File: config.mk
export PLATFORM = sky130hd
export DESIGN_NAME = serial_subtractor_flat
export DESIGN_NICKNAME = d
export VERILOG_FILES = /design/src/rtl/serial_subtractor_if.sv /design/src/rtl/serial_subtractor.sv /design/src/flat_wrapper.sv
export SDC_FILE = /design/constraint.sdc
export NUM_CORES = 1
export LEC_CHECK = 0
export CORE_UTILIZATION = 45
export CTS_CLUSTER_DIAMETER = 100
export CTS_CLUSTER_SIZE = 8
export DETAILED_ROUTE_END_ITERATION = 12
export DONT_BUFFER_PORTS = 1
export GPL_ROUTABILITY_DRIVEN = 0
export SETUP_SLACK_MARGIN = 0.2
export SYNTH_ARGS = -nofsm -noshare
export SYNTH_HDL_FRONTEND = slang
export SYNTH_SLANG_ARGS = --single-unit
File: constraint.sdc
create_clock -name clk -period 1.4 [get_ports clk]
set_input_delay 0.28 -clock clk [delete_from_list [all_inputs] [get_ports clk]]
set_output_delay 0.28 -clock clk [all_outputs]
set_load 0.03 [all_outputs]
File: src/rtl/serial_subtractor_if.sv
// Handshake bundle for serial_subtractor: operand request, result response
// and the per-bit trace that is visible while a subtraction is in progress.
interface serial_subtractor_if #(
  parameter int WIDTH = 8
);
  logic             in_valid;
  logic             in_ready;
  logic [WIDTH-1:0] a;
  logic [WIDTH-1:0] b;
  logic             out_valid;
  logic             out_ready;
  logic [WIDTH-1:0] diff;
  logic             borrow_out;
  logic             bit_valid;
  logic             bit_diff;
  logic             bit_borrow;

  modport slave (
    input  in_valid, a, b, out_ready,
    output in_ready, out_valid, diff, borrow_out, bit_valid, bit_diff, bit_borrow
  );

  modport master (
    output in_valid, a, b, out_ready,
    input  in_ready, out_valid, diff, borrow_out, bit_valid, bit_diff, bit_borrow
  );
endinterface

File: src/rtl/serial_subtractor.sv
// Bit-serial two's-complement subtractor: one full-subtractor bit per clock,
// LSB first, borrow carried in a register between bits.
module serial_subtractor #(
  parameter int WIDTH = 8
) (
  input logic                clk,
  input logic                rst_n,
  serial_subtractor_if.slave bus
);

  localparam int               CNT_W = $clog2(WIDTH) + 1;
  localparam logic [CNT_W-1:0] LAST  = CNT_W'(WIDTH - 1);

  typedef enum logic [1:0] {
    IDLE,
    RUN,
    DONE
  } state_t;

  state_t           state_q;
  logic [WIDTH-1:0] aShift_q;
  logic [WIDTH-1:0] bShift_q;
  logic [WIDTH-1:0] diffShift_q;
  logic [WIDTH-1:0] diffShift_d;
  logic [WIDTH-1:0] diff_q;
  logic [CNT_W-1:0] count_q;
  logic             borrow_q;
  logic             borrowOut_q;
  logic             inReady_q;
  logic             outValid_q;
  logic             running;
  logic             ai;
  logic             bi;
  logic             bitDiff;
  logic             bitBorrow;

  // Operands shift right each RUN cycle so the current bit is always at index 0.
  assign running = (state_q == RUN);
  assign ai      = aShift_q[0];
  assign bi      = bShift_q[0];

  always_comb begin
    bitDiff     = 1'b0;
    bitBorrow   = 1'b0;
    if (running) begin
      bitDiff   = ai ^ bi ^ borrow_q;
      bitBorrow = (~ai & bi) | (~(ai ^ bi) & borrow_q);
    end
    diffShift_d = (diffShift_q >> 1) | (WIDTH'(bitDiff) << (WIDTH - 1));
  end

  // diff_q only updates on completion, so the previous result stays visible during RUN.
  always_ff @(posedge clk or negedge rst_n) begin
    if (!rst_n) begin
      state_q     <= IDLE;
      aShift_q    <= '0;
      bShift_q    <= '0;
      diffShift_q <= '0;
      diff_q      <= '0;
      count_q     <= '0;
      borrow_q    <= 1'b0;
      borrowOut_q <= 1'b0;
      inReady_q   <= 1'b1;
      outValid_q  <= 1'b0;
    end else begin
      case (state_q)
        IDLE: begin
          if (bus.in_valid) begin
            aShift_q  <= bus.a;
            bShift_q  <= bus.b;
            borrow_q  <= 1'b0;
            count_q   <= '0;
            inReady_q <= 1'b0;
            state_q   <= RUN;
          end
        end
        RUN: begin
          aShift_q    <= aShift_q >> 1;
          bShift_q    <= bShift_q >> 1;
          diffShift_q <= diffShift_d;
          borrow_q    <= bitBorrow;
          count_q     <= count_q + 1'b1;
          if (count_q == LAST) begin
            diff_q      <= diffShift_d;
            borrowOut_q <= bitBorrow;
            outValid_q  <= 1'b1;
            state_q     <= DONE;
          end
        end
        DONE: begin
          if (bus.out_ready) begin
            outValid_q <= 1'b0;
            inReady_q  <= 1'b1;
            state_q    <= IDLE;
          end
        end
        default: begin
          outValid_q <= 1'b0;
          inReady_q  <= 1'b1;
          state_q    <= IDLE;
        end
      endcase
    end
  end

  assign bus.in_ready   = inReady_q;
  assign bus.out_valid  = outValid_q;
  assign bus.diff       = diff_q;
  assign bus.borrow_out = borrowOut_q;
  assign bus.bit_valid  = running;
  assign bus.bit_diff   = bitDiff;
  assign bus.bit_borrow = bitBorrow;

endmodule

File: src/flat_wrapper.sv
// flat-port wrapper written by rule: the top's interface ports become plain ports
module serial_subtractor_flat 
#(
  parameter int WIDTH = 8
)
  (clk, rst_n, bus_in_valid, bus_a, bus_b, bus_out_ready, bus_in_ready, bus_out_valid, bus_diff, bus_borrow_out, bus_bit_valid, bus_bit_diff, bus_bit_borrow);
  serial_subtractor_if #(.WIDTH(WIDTH)) bus_i ();
  input logic clk;
  input logic rst_n;
  input wire logic [$bits(bus_i.in_valid)-1:0] bus_in_valid;
  input wire logic [$bits(bus_i.a)-1:0] bus_a;
  input wire logic [$bits(bus_i.b)-1:0] bus_b;
  input wire logic [$bits(bus_i.out_ready)-1:0] bus_out_ready;
  output wire logic [$bits(bus_i.in_ready)-1:0] bus_in_ready;
  output wire logic [$bits(bus_i.out_valid)-1:0] bus_out_valid;
  output wire logic [$bits(bus_i.diff)-1:0] bus_diff;
  output wire logic [$bits(bus_i.borrow_out)-1:0] bus_borrow_out;
  output wire logic [$bits(bus_i.bit_valid)-1:0] bus_bit_valid;
  output wire logic [$bits(bus_i.bit_diff)-1:0] bus_bit_diff;
  output wire logic [$bits(bus_i.bit_borrow)-1:0] bus_bit_borrow;
  assign bus_i.in_valid = bus_in_valid;
  assign bus_i.a = bus_a;
  assign bus_i.b = bus_b;
  assign bus_i.out_ready = bus_out_ready;
  assign bus_in_ready = bus_i.in_ready;
  assign bus_out_valid = bus_i.out_valid;
  assign bus_diff = bus_i.diff;
  assign bus_borrow_out = bus_i.borrow_out;
  assign bus_bit_valid = bus_i.bit_valid;
  assign bus_bit_diff = bus_i.bit_diff;
  assign bus_bit_borrow = bus_i.bit_borrow;
  serial_subtractor #(.WIDTH(WIDTH)) u_core (.clk(clk), .rst_n(rst_n), .bus(bus_i));
endmodule
==> metrics.md <==
| Metric | Value |
|---|---|
| Max incr delay on CP | `460 ps` |
| Chip height | `64.7 um` |
| R2r endpoint | `u_core.count_q[3]` |
| Initial antenna violation count | `0` |
| Worst IR Drop VDD | `0.00105 V` |
| Initial DRT Pass Iterations | `4` |
| Rel. slew slack | `78.7%` |
| Synth Warn # | `0` |
| Reg2Reg Setup Slack | `-10 ps` |
| Pwr Density | `2660 nW/um^2` |
| R2R depth | `6` |
| I/O pins | `34` |
| Longest Clk Path Bufs | `2` |
| Worst-Margin Slew | `319 ps` |
| Yosys top cell by area | `dfrtp_1` |
| H-Tree Depth | `2` |
| Top cells by count, synth | `dfrtp_1 (40), nand2_1 (31), o21ai_0 (15)` |
| Worst endpoint required time | `1120 ps` |
| R2R Path Start | `u_core.state_q[0]` |
| Area growth syn-to-layout | `47.3%` |
| Largest net degree at the start of global routing | `42` |
| Period minus WS final | `1760 ps` |
| Final setup violation count | `5` |
| M2 GR Usage | `40.0%` |
| Gr usage total | `23.6%` |
| Fillers | `275` |
| Core Area | `3720 sq um` |
| Synth Area per Inst | `11.3 sq um` |
| Critical setup path kind | `flop to primary output` |
| Multi-input gate area | `848 sq um` |
| CTS tree | `yes` |
| HPWL after detailed placement | `2260 um` |
| Final antenna-violating net count | `0` |
| Total grt overflow | `0` |
| Number of flops mapped to enable cells by yosys | `0` |
| Clk slew on worst S/H paths | `80 ps` |
| Ys flop type | `dfrtp_1` |
| Most frequent cell after synthesis | `dfrtp_1` |
| Clock sink count | `41` |
| Die Span X | `64.7 um` |
| Post-synth ARST share | `100%` |
| Seq cells post-synth | `41` |
| Distinct cells, synth | `30` |
| Die ar. | `4180 sq um` |
| Met1 GRT Util | `27.8%` |
| Syn_nets | `179` |
| Drt initial violations | `72` |
| Crit-path cells | `inv_2 > fa_2 > nor2_4` |
| Worst setup slack after layout | `-355 ps` |
| RSZ-0062 raised after global routing | `true` |
| Via count | `1,388` |
| Drt drc | `0` |
| Total CTS buffers | `5` |
| Post-synthesis instance total | `157` |
| Share of cells above drive strength 1 | `48.0%` |
| Starting Density | `47.5%` |
| Finished Layout Cells | `250` |
| Worst EP arrival | `1480 ps` |
| Placed cells | `209` |
| Hold Fails Final Rpt | `41` |
| Number of diodes | `0` |
| CP endpoint kind | `primary output` |
| Final Max Tran Viols | `0` |
| Routed WL per cell | `18.2 um` |
| Slowest CP cell | `fa_2` |
| Status | `finished, violations left` |
| Max-cap violations | `0` |
| Yosys top cell area share | `56.7%` |
| Met3 GRT Util | `7.04%` |
| Startpoint Class | `flop` |
| Critical Path Fanout Max | `2` |
| Clock Tree Root | `clkbuf_8` |
| Reg area | `1030 sq um` |
| Final period util | `125%` |
| First-pass GRT wire length | `7070 um` |
| Vias per inst | `5.55` |
| Register area share after synthesis | `58.1%` |
| Hold Worst Slack | `-331 ps` |
| PortBufs | `0` |
| Layout Nets | `223` |
| Vias in the first global route | `1,426` |
| Top post-synthesis cells by area | `dfrtp_1 (57%), nand2_1 (6.6%), a22oi_1 (5.9%), mux2_4 (5.9%), o21ai_0 (4.2%)` |
| Fmax | `0.570 GHz` |
| GRT busiest layer | `met2` |
| Worst-Skew Late Latency | `300 ps` |
| Row count | `22` |
| Failing checks | `hold timing, setup timing` |
| Static leakage | `1.23 nW` |
| Final wirelength | `4560 um` |
| Mapped Area | `1770 sq um` |
| Worst min path class | `input port to async pin` |
| Clock Skew | `5.12 ps` |
==> how the worst max path moves through the flow <==
stage / start / to / slack, ps / cells past startpoint
finish: u_core.aShift_q[0] / bus_bit_diff / -360 / 3
global route: u_core.aShift_q[0] / bus_bit_diff / -390 / 3
CTS: u_core.aShift_q[0] / bus_bit_diff / -350 / 3
detailed placement: u_core.state_q[0] / u_core.count_q[3] / -140 / 3
global placement: u_core.aShift_q[0] / bus_bit_diff / -40 / 3
floorplan: u_core.state_q[1] / u_core.bus.borrow_out / -60 / 6
==> final cells by class <==
class,count,area share [%]
inverter,5,0.817
sequential,41,39.5
tap,48,2.31
timing repair buffer,44,20.9
clock inverter,1,0.192
clock buffer,7,3.70
multi-input combinational,104,32.6
==> metal layers <==
metal / wire, um / part of all wire [%] / vias to the layer above
met1: 1820 / 40 / 701
met5: 0 / 0 / -
met3: 228 / 5.0 / 10
met4: 103 / 2.3 / 0
li1: - / - / 638
met2: 2410 / 53 / 39
==> cells by family after synthesis <==
kind of cell	after synthesis	synth area share [%]
compound gates	45	17.4
fa+ha+maj	2	1.84
buf+inv	14	3.97
flops	41	58.1
mux	10	7.79
simple gates	45	10.9
==> power breakdown <==
part           total (mW)  switching [mW]  internal (mW)
sequential           2.36           0.657           1.70
clock               0.844           0.399          0.445
combinational        3.71            1.64           2.07
total                6.91            2.70           4.22
==> registers in the layout (all words and copies together), names as in the netlist <==
signal and flops:
u_core.bus.in_ready 1, u_core.bShift_q 8, u_core.bus.out_valid 1, u_core.diffShift_q 7, u_core.bus.borrow_out 1, u_core.borrow_q 1, u_core.bus.diff 8, u_core.state_q 2
u_core.aShift_q 8, u_core.count_q 4
==> metrics by stage <==
step / setup slack (ps) / utilization (%) / instance area [sq um] / total power, mW / setup TNS (ps)
6_report: -355 / 70.0 / 2600 / 6.91 / -558
5_1_grt: -389 / 70.0 / 2600 / 7.30 / -1090
4_1_cts: -345 / 64.6 / 2400 / 6.37 / -548
3_5_place_dp: -143 / 50.9 / 1890 / 4.43 / -341
3_3_place_gp: -43.5 / 50.9 / 1890 / 4.33 / -61.6
2_1_floorplan: -57.8 / - / 1790 / 3.88 / -426
==> what timing repair did <==
action	in CTS	in global routing
resized for setup	60	32
pin swaps	23	27
endpoints found under the setup margin	36	43
endpoints found under the hold margin	41	41
buffers inserted	15	11
gates cloned	6	1
==> worst max-delay path: cells and delay by family (launching register included) <==
kind / cells / cell delay [ps]
adders and majority gates: 1 / 460
buffers and inverters: 1 / 70
and+or+nand+nor: 1 / 250
DFF: 1 / 400
==> cells in the final DEF (no fill, tap or decap), drive strengths merged, types with 2 or more instances in the layout <==
master	n
clkbuf	8
a21oi	2
nor2b	4
a22oi	14
o21bai	3
inv	5
nand2	31
buf	42
o21ai	15
dfrtp	40
a21o	4
nor2	6
mux2	9
a22o	4
Note: power is estimated with default switching activity, not from simulation.
